--- src/rtl/mul_spi_master.sv ---
`default_nettype none
// ============================================================================
// Module   : mul_spi_master
// Purpose  : SPI master that offloads a multiply to a remote slave. It sends
//            a start bit, then the packet {op_2, op_1} LSB first. It waits for
//            a one-cycle ack (miso=1) and then shifts in the R-bit product,
//            LSB first.
// Ports    : i_clock, i_reset    - clock, synchronous active-high reset
//            i_start             - request a transaction (accepted in IDLE)
//            i_slave             - target slave index (nss bit)
//            i_op_1, i_op_2      - operands (packet low / high half)
//            o_busy              - high whenever not IDLE
//            o_done              - one-cycle pulse, o_result valid
//            o_error             - one-cycle pulse, bad index or ack timeout
//            o_result            - received product, held between starts
//            o_spi_nss           - per-slave select, active low
//            o_spi_mosi          - serial data to the slave
//            i_spi_miso          - serial data from the slave
// Revision : 1.0 - initial release
// ============================================================================
module mul_spi_master #(
   parameter int  REGISTER_SIZE = 8,
   parameter int  NUM_SLAVES    = 1,
   parameter int  ACK_TIMEOUT   = 16,
   localparam int c_slave_w     = (NUM_SLAVES > 1) ? $clog2(NUM_SLAVES) : 1
) (
   input  logic                     i_clock,
   input  logic                     i_reset,
   input  logic                     i_start,
   input  logic [c_slave_w-1:0]     i_slave,
   input  logic [REGISTER_SIZE-1:0] i_op_1,
   input  logic [REGISTER_SIZE-1:0] i_op_2,
   output logic                     o_busy,
   output logic                     o_done,
   output logic                     o_error,
   output logic [REGISTER_SIZE-1:0] o_result,
   output logic [NUM_SLAVES-1:0]    o_spi_nss,
   output logic                     o_spi_mosi,
   input  logic                     i_spi_miso
);

   // The shared counter must reach both the last SEND bit and the last
   // WAIT_ACK cycle.
   localparam int c_cnt_max = (2*REGISTER_SIZE > ACK_TIMEOUT) ? 2*REGISTER_SIZE : ACK_TIMEOUT;
   localparam int c_cnt_w   = (c_cnt_max > 1) ? $clog2(c_cnt_max) : 1;

   localparam logic [c_cnt_w-1:0]         c_send_last = c_cnt_w'(2*REGISTER_SIZE - 1);
   localparam logic [c_cnt_w-1:0]         c_recv_last = c_cnt_w'(REGISTER_SIZE - 1);
   localparam logic [c_cnt_w-1:0]         c_ack_last  = c_cnt_w'(ACK_TIMEOUT - 1);
   localparam logic [2*REGISTER_SIZE-1:0] c_one_pkt   = (2*REGISTER_SIZE)'(1);
   localparam logic [REGISTER_SIZE-1:0]   c_one_res   = REGISTER_SIZE'(1);
   localparam logic [NUM_SLAVES-1:0]      c_one_sel   = NUM_SLAVES'(1);

   localparam logic [2:0] c_st_idle     = 3'd0;
   localparam logic [2:0] c_st_start    = 3'd1;
   localparam logic [2:0] c_st_send     = 3'd2;
   localparam logic [2:0] c_st_wait_ack = 3'd3;
   localparam logic [2:0] c_st_recv     = 3'd4;
   localparam logic [2:0] c_st_done     = 3'd5;

   logic [2:0]                 r_state;
   logic [2:0]                 w_next_state;
   logic [c_cnt_w-1:0]         r_count;
   logic [2*REGISTER_SIZE-1:0] r_packet;
   logic [c_slave_w-1:0]       r_idx;
   logic [REGISTER_SIZE-1:0]   r_result;
   logic                       r_error;

   logic                       w_slave_ok;
   logic                       w_accept;
   logic                       w_reject;
   logic                       w_timeout;
   logic                       w_counting;
   logic [REGISTER_SIZE-1:0]   w_bit_mask;
   logic [NUM_SLAVES-1:0]      w_sel_n;

   assign w_slave_ok = 32'(i_slave) < 32'(NUM_SLAVES);
   assign w_accept   = (r_state == c_st_idle) && i_start && w_slave_ok;
   assign w_reject   = (r_state == c_st_idle) && i_start && !w_slave_ok;
   // miso wins over the timeout on the last allowed wait cycle.
   assign w_timeout  = (r_state == c_st_wait_ack) && !i_spi_miso && (r_count == c_ack_last);
   assign w_counting = (r_state == c_st_send) || (r_state == c_st_wait_ack) ||
                       (r_state == c_st_recv);
   assign w_bit_mask = c_one_res << r_count;
   assign w_sel_n    = ~(c_one_sel << r_idx);

   // State register
   always_ff @(posedge i_clock) begin
      if (i_reset) begin
         r_state <= c_st_idle;
      end else begin
         r_state <= w_next_state;
      end
   end

   // Next-state logic
   always_comb begin
      w_next_state = r_state;
      case (r_state)
         c_st_idle:     if (w_accept) w_next_state = c_st_start;
         c_st_start:    w_next_state = c_st_send;
         c_st_send:     if (r_count == c_send_last) w_next_state = c_st_wait_ack;
         c_st_wait_ack: begin
            if (i_spi_miso)     w_next_state = c_st_recv;
            else if (w_timeout) w_next_state = c_st_idle;
         end
         c_st_recv:     if (r_count == c_recv_last) w_next_state = c_st_done;
         c_st_done:     w_next_state = c_st_idle;
         default:       w_next_state = c_st_idle;
      endcase
   end

   // Datapath: shared bit counter, latched request, result capture, error pulse
   always_ff @(posedge i_clock) begin
      if (i_reset) begin
         r_count  <= '0;
         r_packet <= '0;
         r_idx    <= '0;
         r_result <= '0;
         r_error  <= 1'b0;
      end else begin
         r_error <= w_reject || w_timeout;
         // Cleared on every state entry so each state counts from zero.
         if (r_state != w_next_state) begin
            r_count <= '0;
         end else if (w_counting) begin
            r_count <= r_count + 1'b1;
         end
         if (w_accept) begin
            r_packet <= {i_op_2, i_op_1};
            r_idx    <= i_slave;
         end
         if (r_state == c_st_recv) begin
            r_result <= (r_result & ~w_bit_mask) | (i_spi_miso ? w_bit_mask : '0);
         end
      end
   end

   // Output logic
   always_comb begin
      o_busy     = (r_state != c_st_idle);
      o_done     = (r_state == c_st_done);
      o_error    = r_error;
      o_result   = r_result;
      o_spi_nss  = '1;
      o_spi_mosi = 1'b0;
      case (r_state)
         c_st_start: begin
            o_spi_nss  = w_sel_n;
            o_spi_mosi = 1'b1;
         end
         c_st_send: begin
            o_spi_nss  = w_sel_n;
            o_spi_mosi = |(r_packet & (c_one_pkt << r_count));
         end
         c_st_wait_ack, c_st_recv: begin
            o_spi_nss  = w_sel_n;
         end
         default: begin
            o_spi_nss  = '1;
            o_spi_mosi = 1'b0;
         end
      endcase
   end

endmodule
`default_nettype wire

--- config.mk ---
export PLATFORM = sky130hd
export DESIGN_NAME = mul_spi_master
export DESIGN_NICKNAME = d
export VERILOG_FILES = /design/src/rtl/mul_spi_master.sv
export SDC_FILE = /design/constraint.sdc
export NUM_CORES = 1
export LEC_CHECK = 0
export CORE_MARGIN = 5
export CORE_UTILIZATION = 45
export CTS_BUF_LIST = sky130_fd_sc_hd__clkbuf_4
export DETAILED_ROUTE_END_ITERATION = 10
export PLACE_DENSITY = 0.72
export RECOVER_POWER = 50
export SETUP_SLACK_MARGIN = 0.15
export SYNTH_ARGS = -nofsm -noshare
export SYNTH_HDL_FRONTEND = slang
export SYNTH_SLANG_ARGS = --single-unit
--- constraint.sdc ---
create_clock -name i_clock -period 2.24 [get_ports i_clock]
set_clock_uncertainty 0.1 [all_clocks]
set_input_delay 0.448 -clock i_clock [delete_from_list [all_inputs] [get_ports i_clock]]
set_output_delay 0.448 -clock i_clock [all_outputs]
set_load 0.03 [all_outputs]
==> flow_summary.ini <==
[logic_synthesis]
synth_area_um2 = 1610
synth_top_area_share = 0.410
syn_avg_cell_area_um2 = 8.35
syn-num-nets = 220
synth_top_flop_cell = dfxtp_1
yosys-top-cells-area = dfxtp_1 41%, nand2_1 9.8%, a21oi_1 7.1%
yosys.area.top_type = dfxtp_1
yosysWarnings = 0
synth_edf_count = 0
synth_cells = 193
seq_area_frac_synth = 0.410
ys_ff_latch = 33
ys_types = 39
synthArstFlopShare = 0

[cts]
cts_sinks = 33
cts.path.max_buffers = 2
htreeDepth = 2
worstSkewPairLatency_ns = 0.33
postCtsHoldBufs = 0
cts_buffers = 5
clk_pin_slew_ns = 0.11
cts_tree = yes
clockRootBuffer = clkbuf_4

[grt]
grt_use_total = 0.166
grt_pass1_wl_um = 6660
antenna_found_initial = 0
grt_pass1_vias = 1475
grt_max_degree = 31
overflow = 0

[sta]
setup_viol = 1
fin_crit_sh = 1.07
holdWs_ns = 0.363
max_slew.worst_pin.slew_ns = 0.315
period_minus_slack_ns = 2.39
slew_viol_final = 0
finalWorstSetupSlack_ns = -0.151
tns_ns = -0.151
maxSlewHeadroom = 0.789
fmax_mhz = 418
hold_viol = 0
rsz0062_at_grt = yes

[placement]
gp_congestion = 0.821
place_inst = 280
hpwl_um = 2960
port_buffers = 33

[floorplanning]
boundaryPins = 34
initial_core_util = 0.475
core_area_um2 = 3390
die_h_um = 69.8
dieArea_um2 = 4880
rows = 21
die_x_um = 69.8

[worst_setup_path]
worstPathRequired_ns = 1.69
cp_common_cell = ha_4
reg2regPathDepth = 6
worst_path_largest_cell_delay_ns = 0.38
start_kind = flop
slowest_stage = dfxtp_4
crit_path_end_kind = output pin
crit_fanout = 4
worstPathArrival_ns = 1.84
path_cells = ha_4 -> ha_4 -> a221oi_2 -> o211ai_1 -> o21ai_1 -> a211oi_2 -> buf_4
path_class = reg2out

[drt]
avgViaCountPerCell = 5.27
vias = 1524
drt_first_pass_iters = 4
drt_iter0_markers = 97
ant_nets = 0
route.detailed.drc = 0
wl_per_cell_um = 13.9
routed_wirelength_um = 4020

[layout]
final_cell_mix = 42 x nand2_1, 31 x dfxtp_1, 29 x clkdlybuf4s50_1
fin_cells = 289
num_antenna_cells = 0
drive_above_1_share = 0.230
nets = 269
area_delta_synth_final_pct = 41.0
layout_commonest_cell = nand2_1

[job]
cap_violations = 0

[worst_hold_path]
holdPathStages = 2
hold_path_class = reg2reg

[outcome]
failed_checks = setup timing
status = complete, but fails checks

[power_and_ir_drop]
p_leak_uw = 0.000851
p_per_area_nw_per_um2 = 544
vdd_drop_max_v = 0.000416
-- worst max-delay path: cells and delay by family, from the launching register on --
family          cells  cell delay (ns)
compound gates      4             0.60
fa+ha+maj           2             0.35
buf+inv             1             0.17
flops               1             0.38
-- cell type report --
type                       count  area, um2
timing repair buffer          55        487
clock buffer                   6       45.0
fill                         298       1120
clock inverter                 2       33.8
tap                           46       57.6
inverter                       5       18.8
sequential                    33        668
multi-input combinational    142        962
-- cell usage after synthesis (2+ instances only) --
| cell | n |
|---|---|
| buf_4 | 2 |
| ha_1 | 6 |
| mux2i_1 | 9 |
| nand3_1 | 11 |
| nand3b_1 | 2 |
| o21ai_0 | 4 |
| a221oi_1 | 2 |
| nor2_1 | 12 |
| a22oi_1 | 4 |
| nor3_1 | 3 |
| dfxtp_1 | 33 |
| a21oi_1 | 23 |
| inv_1 | 4 |
| buf_2 | 4 |
| xnor2_1 | 3 |
| clkbuf_1 | 5 |
| nand2_1 | 42 |
| o211ai_1 | 2 |
| a31oi_1 | 2 |
-- metrics by stage --
| stage | util | instance area (um2) | setup slack [ns] | power (uW) |
|---|---|---|---|---|
| finish | 0.670 | 2270 | -0.151 | 1240 |
| global route | 0.670 | 2270 | -0.269 | 1290 |
| CTS | 0.656 | 2220 | -0.138 | 1240 |
| detailed placement | 0.622 | 2110 | -0.430 | 804 |
| global placement | 0.622 | 2110 | -0.275 | 800 |
| floorplan | - | 1630 | 0.167 | 724 |
-- power breakdown --
part           switching, uW  internal (uW)  leakage, uW
sequential              15.2            604     0.000270
combinational           90.3           87.2     0.000538
clock                    196            244    0.0000433
-- cells by family (layout without fill, tap and decap cells) --
group                    count (synthesis)  in the layout  share of synthesized area
buffers and inverters                   18             68                     0.0543
AND/OR/NAND/NOR                         81             81                      0.241
adder cells (fa/ha/maj)                  6              6                     0.0466
flip-flops                              33             33                      0.410
multiplexers                             9              9                     0.0559
XOR/XNOR                                 3              3                     0.0163
AO/OA/AOI/OAI                           43             43                      0.176
-- what timing repair did --
item,4_1_cts,5_1_grt
pin swaps,1,1
buffers inserted,0,1
gates resized for setup,22,11
setup endpoints to repair,4,3
-- layer usage --
layer	routed length, um	share of wire	global-route usage
met3	200	0.050	0.0449
met4	68	0.017	0.0702
met2	1970	0.49	0.280
met1	1780	0.44	0.196
met5	0	0	0
-- path summary, 6_finish.rpt --
path / endpoint / startpoint / slack, ns
max reg2reg: r_count[2] / r_count[1] / 0.30
max: o_spi_mosi / r_count[1] / -0.15
min: r_packet[8] / r_packet[8] / 0.36
min reg2reg: r_packet[8] / r_packet[8] / 0.36
Note: power is estimated with default switching activity, not from simulation.
